## src/rtl/mem_req_ctrl_pkg.sv

```systemverilog
// Shared types, FSM state encodings and sizing helper for mem_req_ctrl.
package mem_req_ctrl_pkg;

   typedef logic [7:0] tag_t;

   localparam logic [0:0] ST_NORMAL = 1'b0;
   localparam logic [0:0] ST_DRAIN  = 1'b1;

   // Width needed to count 0..max_out inclusive.
   function automatic int unsigned cnt_width(input int unsigned max_out);
      return unsigned'($clog2(max_out + 1));
   endfunction

endpackage

```

## src/rtl/mem_req_ctrl_counter.sv

```systemverilog
// Up/down/load counter that never wraps past 0 or past MAX.
module updown_sat_counter
   import mem_req_ctrl_pkg::*;
#(
   parameter int unsigned WIDTH = 2,
   parameter int unsigned MAX   = 3
) (
   input  logic             clk_i,
   input  logic             rst_n_i,
   input  logic             up,
   input  logic             down,
   input  logic             load,
   input  logic [WIDTH-1:0] load_val,
   output logic [WIDTH-1:0] count
);

   localparam logic [WIDTH-1:0] MAX_C = WIDTH'(MAX);

   // Load wins; simultaneous up and down cancel out.
   always_ff @(posedge clk_i or negedge rst_n_i) begin
      if (!rst_n_i) begin
         count <= '0;
      end else if (load) begin
         count <= load_val;
      end else if (up && !down && count != MAX_C) begin
         count <= count + 1'b1;
      end else if (down && !up && count != '0) begin
         count <= count - 1'b1;
      end
   end

endmodule

```

## src/rtl/mem_req_ctrl.sv

```systemverilog
// Memory request controller: limits outstanding requests and discards responses after a flush.
// Optional statistics counters are built when MEM_REQ_CTRL_STATS_EN is defined.
module mem_req_ctrl
   import mem_req_ctrl_pkg::*;
#(
   parameter int unsigned MAX_OUT = 2,
   parameter int unsigned ADDR_W  = 32,
   parameter type         TAG_T   = tag_t
) (
   input  logic              clk_i,
   input  logic              rst_n_i,
   input  logic              flush_i,
   input  logic              req_valid_i,
   output logic              req_ready_o,
   input  logic [ADDR_W-1:0] req_addr_i,
   input  TAG_T              req_tag_i,
   output logic              mem_req_valid_o,
   input  logic              mem_req_ready_i,
   output logic [ADDR_W-1:0] mem_req_addr_o,
   input  logic              mem_rsp_valid_i,
   output logic              rsp_valid_o,
   output logic              fifo_push_o,
   output logic              fifo_pop_o,
   output logic              fifo_flush_o,
   output TAG_T              fifo_data_o,
   output logic [31:0]       stat_issued_o,
   output logic [31:0]       stat_discarded_o
);

   localparam int unsigned   CW        = cnt_width(MAX_OUT);
   localparam logic [CW-1:0] OUT_LIMIT = CW'(MAX_OUT);

   logic [CW-1:0] out_cnt;
   logic [CW-1:0] disc_cnt;
   logic [CW-1:0] disc_load_val;
   logic [0:0]    state;
   logic          can_issue;
   logic          issue;
   logic          rsp_ok;
   logic          rsp_fwd;
   logic          rsp_drop;

   assign state = (disc_cnt != '0) ? ST_DRAIN : ST_NORMAL;

   // rst_n_i gating keeps every handshake output low while reset is held.
   assign can_issue       = rst_n_i && !flush_i && (out_cnt < OUT_LIMIT);
   assign mem_req_valid_o = can_issue && req_valid_i;
   assign req_ready_o     = can_issue && mem_req_ready_i;
   assign issue           = mem_req_valid_o && mem_req_ready_i;

   assign mem_req_addr_o = req_addr_i;
   assign fifo_data_o    = req_tag_i;
   assign fifo_push_o    = issue;
   assign fifo_flush_o   = flush_i;

   // A response with nothing outstanding is ignored so the counters cannot wrap.
   assign rsp_ok   = rst_n_i && mem_rsp_valid_i && (out_cnt != '0);
   assign rsp_fwd  = rsp_ok && !flush_i && (state == ST_NORMAL);
   assign rsp_drop = rsp_ok && !flush_i && (state == ST_DRAIN);

   assign rsp_valid_o = rsp_fwd;
   assign fifo_pop_o  = rsp_fwd;

   assign disc_load_val = out_cnt - CW'(rsp_ok);

   updown_sat_counter #(
      .WIDTH (CW),
      .MAX   (MAX_OUT)
   ) u_out_cnt (
      .clk_i    (clk_i),
      .rst_n_i  (rst_n_i),
      .up       (issue),
      .down     (rsp_ok),
      .load     (1'b0),
      .load_val ('0),
      .count    (out_cnt)
   );

   updown_sat_counter #(
      .WIDTH (CW),
      .MAX   (MAX_OUT)
   ) u_disc_cnt (
      .clk_i    (clk_i),
      .rst_n_i  (rst_n_i),
      .up       (1'b0),
      .down     (rsp_drop),
      .load     (flush_i),
      .load_val (disc_load_val),
      .count    (disc_cnt)
   );

`ifdef MEM_REQ_CTRL_STATS_EN
   logic [31:0] issued_q;
   logic [31:0] discarded_q;

   always_ff @(posedge clk_i or negedge rst_n_i) begin
      if (!rst_n_i) begin
         issued_q    <= '0;
         discarded_q <= '0;
      end else begin
         if (issue) begin
            issued_q <= issued_q + 32'd1;
         end
         if (rsp_drop) begin
            discarded_q <= discarded_q + 32'd1;
         end
      end
   end

   assign stat_issued_o    = issued_q;
   assign stat_discarded_o = discarded_q;
`else
   assign stat_issued_o    = '0;
   assign stat_discarded_o = '0;
`endif

`ifndef SYNTHESIS
   rsp_without_outstanding: assert property (
      @(posedge clk_i) disable iff (!rst_n_i) !(mem_rsp_valid_i && out_cnt == '0));

   disc_within_outstanding: assert property (
      @(posedge clk_i) disable iff (!rst_n_i) disc_cnt <= out_cnt);
`endif

endmodule
```

## config.mk

```make
export PLATFORM = sky130hd
export DESIGN_NAME = mem_req_ctrl
export DESIGN_NICKNAME = d
export VERILOG_FILES = /design/src/rtl/mem_req_ctrl_pkg.sv /design/src/rtl/mem_req_ctrl_counter.sv /design/src/rtl/mem_req_ctrl.sv
export SDC_FILE = /design/constraint.sdc
export NUM_CORES = 1
export LEC_CHECK = 0
export ABC_AREA = 1
export BUFFER_PORTS_ARGS = -buffer_cell sky130_fd_sc_hd__buf_2
export CORE_MARGIN = 2
export CORE_UTILIZATION = 35
export DETAILED_ROUTE_END_ITERATION = 6
export GPL_ROUTABILITY_DRIVEN = 0
export PLACE_DENSITY = 0.95
export RECOVER_POWER = 50
export SLEW_MARGIN = 0
export SYNTH_ARGS = -nofsm -noshare
export SYNTH_HDL_FRONTEND = slang
export SYNTH_SLANG_ARGS = --single-unit
```

## constraint.sdc

```tcl
create_clock -name clk_i -period 2.8 [get_ports clk_i]
set_input_delay 0.14 -clock clk_i [delete_from_list [all_inputs] [get_ports clk_i]]
set_output_delay 0.14 -clock clk_i [all_outputs]
set_load 0.01 [all_outputs]
```

==> results.sh <==
export IMPL_die_area_um2=3880
export IMPL_leakagePower_nw=0.494
export IMPL_drc=0
export IMPL_cp_num_cells=12
export IMPL_finalWorstSetupSlack_ns=1.15
export IMPL_place_inst=176
export IMPL_final_nets=184
export IMPL_clock_skew_ns=0.00853
export IMPL_hold_viol_final=0
export IMPL_setup_tns_ns=0
export IMPL_h_tree_depth=1
export IMPL_synth_cell_types=23
export IMPL_grt_pass1_wl_um=1930
export IMPL_worstSetupStartpointType="input port"
export IMPL_numCtsBuffers=3
export IMPL_final_cells=180
export IMPL_p_per_area_nw_per_um2=525
export IMPL_post_route_util_pct=23.1
export IMPL_ff2ff_path_depth=8
export IMPL_insertedDiodeCount=0
export IMPL_crit_required_ns=2.93
export IMPL_netlist_area_um2=1190
export IMPL_finalPower_mw=0.402
export IMPL_slew_violations=0
export IMPL_reg2reg_to="u_disc_cnt.count[1]"
export IMPL_wire_per_inst_um=7.83
export IMPL_pin_count=156
export IMPL_max_freq_mhz=605
export IMPL_rsz0062_at_grt="false"
export IMPL_async_flop_share_pct=100
export IMPL_grt_pass1_vias=455
export IMPL_grt_max_degree=9
export IMPL_hp_class="in2reg"
export IMPL_cts_root_buf="clkbuf_4"
export IMPL_ys_seq_area_share_pct=8.41
export IMPL_cpPeakStageDelay_ns=0.53
export IMPL_clock_path_buffers=2
export IMPL_synthCells=163
export IMPL_critical_path_top_delay_family="buffers and inverters"
export IMPL_drive_gt1_share_pct=18.7
export IMPL_drt_pass1_iterations=4
export IMPL_path_buf_inv=4
export IMPL_coreArea_um2=3310
export IMPL_place_area_um2=732
export IMPL_io_buffers=11
export IMPL_rows=21
export IMPL_via_per_inst=3.44
export IMPL_final_period_utilization_pct=59.0
export IMPL_antenna_found_initial=0
export IMPL_pre_cts_ws_ns=1.34
export IMPL_area_growth_pct=-35.8
export IMPL_worst_path_most_repeated_cell="nand2_1"
export IMPL_holdWs_ns=0.241
export IMPL_final_antenna_net_count=0
export IMPL_status="completed"
export IMPL_end_kind="flip-flop"
export IMPL_vias=620
export IMPL_slowest_stage="dlygate4sd3_1"
export IMPL_crit_end="u_disc_cnt.count[1]"
export IMPL_ys_ff_latch=4
export IMPL_r2r_slack_ns=1.35
export IMPL_yosys_warnings=0
export IMPL_worstPathArrival_ns=1.79
export IMPL_grt_usage_pct=6.78
export IMPL_cp_max_fo=8
export IMPL_setup_viol=0
export IMPL_start_util_pct=35.9
export IMPL_peakVddDrop_mv=0.123
export IMPL_yosys_most_used_dff="dfrtp_1"
export IMPL_insertion_delay_ns=0.25
export IMPL_critPathKind="in2reg"
export IMPL_dpl_hpwl_um=1160
export IMPL_crit_start="rst_n_i"
export IMPL_worstReg2RegStart="u_out_cnt.count[1]"
export IMPL_wl_um=1410
export IMPL_maxCapViolations=0
export IMPL_grt_overflow_total=0
export IMPL_timing_final_crit_period_ns=1.65
export IMPL_path_clk_slew_ns=0.04
export IMPL_synth_edf_count=0
export IMPL_syn_area_per_cell_um2=7.30
export IMPL_fin_area_um2=764
export IMPL_die_h_um=62.3
export IMPL_cts_tree="built"
export IMPL_cts_sinks=4
export IMPL_fp_dieW_um=62.3
export IMPL_path_cells="dlygate4sd3_1 > buf_2 > nand2_2 > clkinv_2 > o21ai_4 > inv_2 > ha_1 > xor2_1 > nand2_1 > o21ai_0 > nand2_1 > nand2_1"
export IMPL_dr_first_iter_drc_count=44
-- routing by layer --
metal / GRT usage, % / routed length, um / up-vias
met2: 8.97 / 576 / 62
li1: - / - / 271
met3: 3.08 / 244 / 25
met4: 13.9 / 186 / 0
met1: 4.97 / 401 / 262
met5: 0 / 0 / -
-- where the power goes --
part           internal [mW]  switching [mW]
sequential            0.0849          0.0358
combinational         0.0672           0.137
clock                 0.0483          0.0288
total                  0.200           0.201
-- state kept, by name, summed over array words and instances, names as in the netlist --
name and count:
u_out_cnt.count 2, u_disc_cnt.count 2
-- timing repair --
| action | in CTS | in global routing |
|---|---|---|
| buffers inserted | 0 | 0 |
| resized for setup | 0 | 0 |
| setup endpoints to repair | 0 | 0 |
| endpoints found under the hold margin | 4 | 0 |
| hold buffers | 1 | 0 |
-- worst register-to-register path, delay by kind of cell, from the launching register on --
kind	cells	cell delay, ns
AO/OA/AOI/OAI	2	0.33
XOR/XNOR	1	0.14
adder cells (fa/ha/maj)	1	0.18
buffers and inverters	1	0.06
flip-flops	1	0.47
AND/OR/NAND/NOR	3	0.17
-- layout make-up --
cell class	instances	area, um^2
fill	389	2550
multi-input combinational	104	477
sequential	4	100
timing repair buffer	12	65.1
tap	46	57.6
inverter	11	42.5
clock buffer	3	22.5
-- layout by cell type (no fill, tap or decap), types with 2 or more instances in the layout --
cell / synthesis / final
clkbuf_4: 0 / 3
nor2_1: 3 / 3
buf_2: 0 / 11
ha_1: 2 / 2
dfrtp_1: 4 / 4
inv_2: 3 / 3
o21ai_0: 3 / 3
conb_1: 1 / 64
nand2_1: 15 / 15
inv_1: 7 / 7
nand3_1: 6 / 6
-- worst min-delay path by stage --
| stage | end | slack [ns] | cells after the start | startpoint |
|---|---|---|---|---|
| 2_1_floorplan | u_disc_cnt.count[0] | -0.16 | 0 | rst_n_i |
| 3_3_place_gp | u_out_cnt.count[0] | -0.01 | 1 | rst_n_i |
| 3_5_place_dp | u_out_cnt.count[0] | -0.01 | 1 | rst_n_i |
| 4_1_cts | u_disc_cnt.count[1] | 0.24 | 4 | flush_i |
| 5_1_grt | u_disc_cnt.count[1] | 0.28 | 4 | flush_i |
| 6_report | u_disc_cnt.count[1] | 0.24 | 4 | flush_i |
-- cell families (layout without fill, tap and decap cells) --
kind of cell | Yosys count | in the layout | share of synthesized area, %
buf+inv | 118 | 26 | 71.4
flops | 4 | 4 | 8.41
compound gates | 7 | 7 | 4.42
xor+xnor | 1 | 1 | 0.736
fa+ha+maj | 2 | 2 | 2.10
simple gates | 30 | 30 | 12.6
other cells | 1 | 64 | 0.315
-- cell usage after synthesis, types with 2 or more instances --
master,number,area share (%)
buf_4,106,67
dfrtp_1,4,8.4
ha_1,2,2.1
inv_1,7,2.2
inv_2,3,0.95
nand2_1,15,4.7
nand3_1,6,2.5
nor2_1,3,0.95
o21ai_0,3,1.3
No activity file was read; power rests on OpenSTA's default activity.
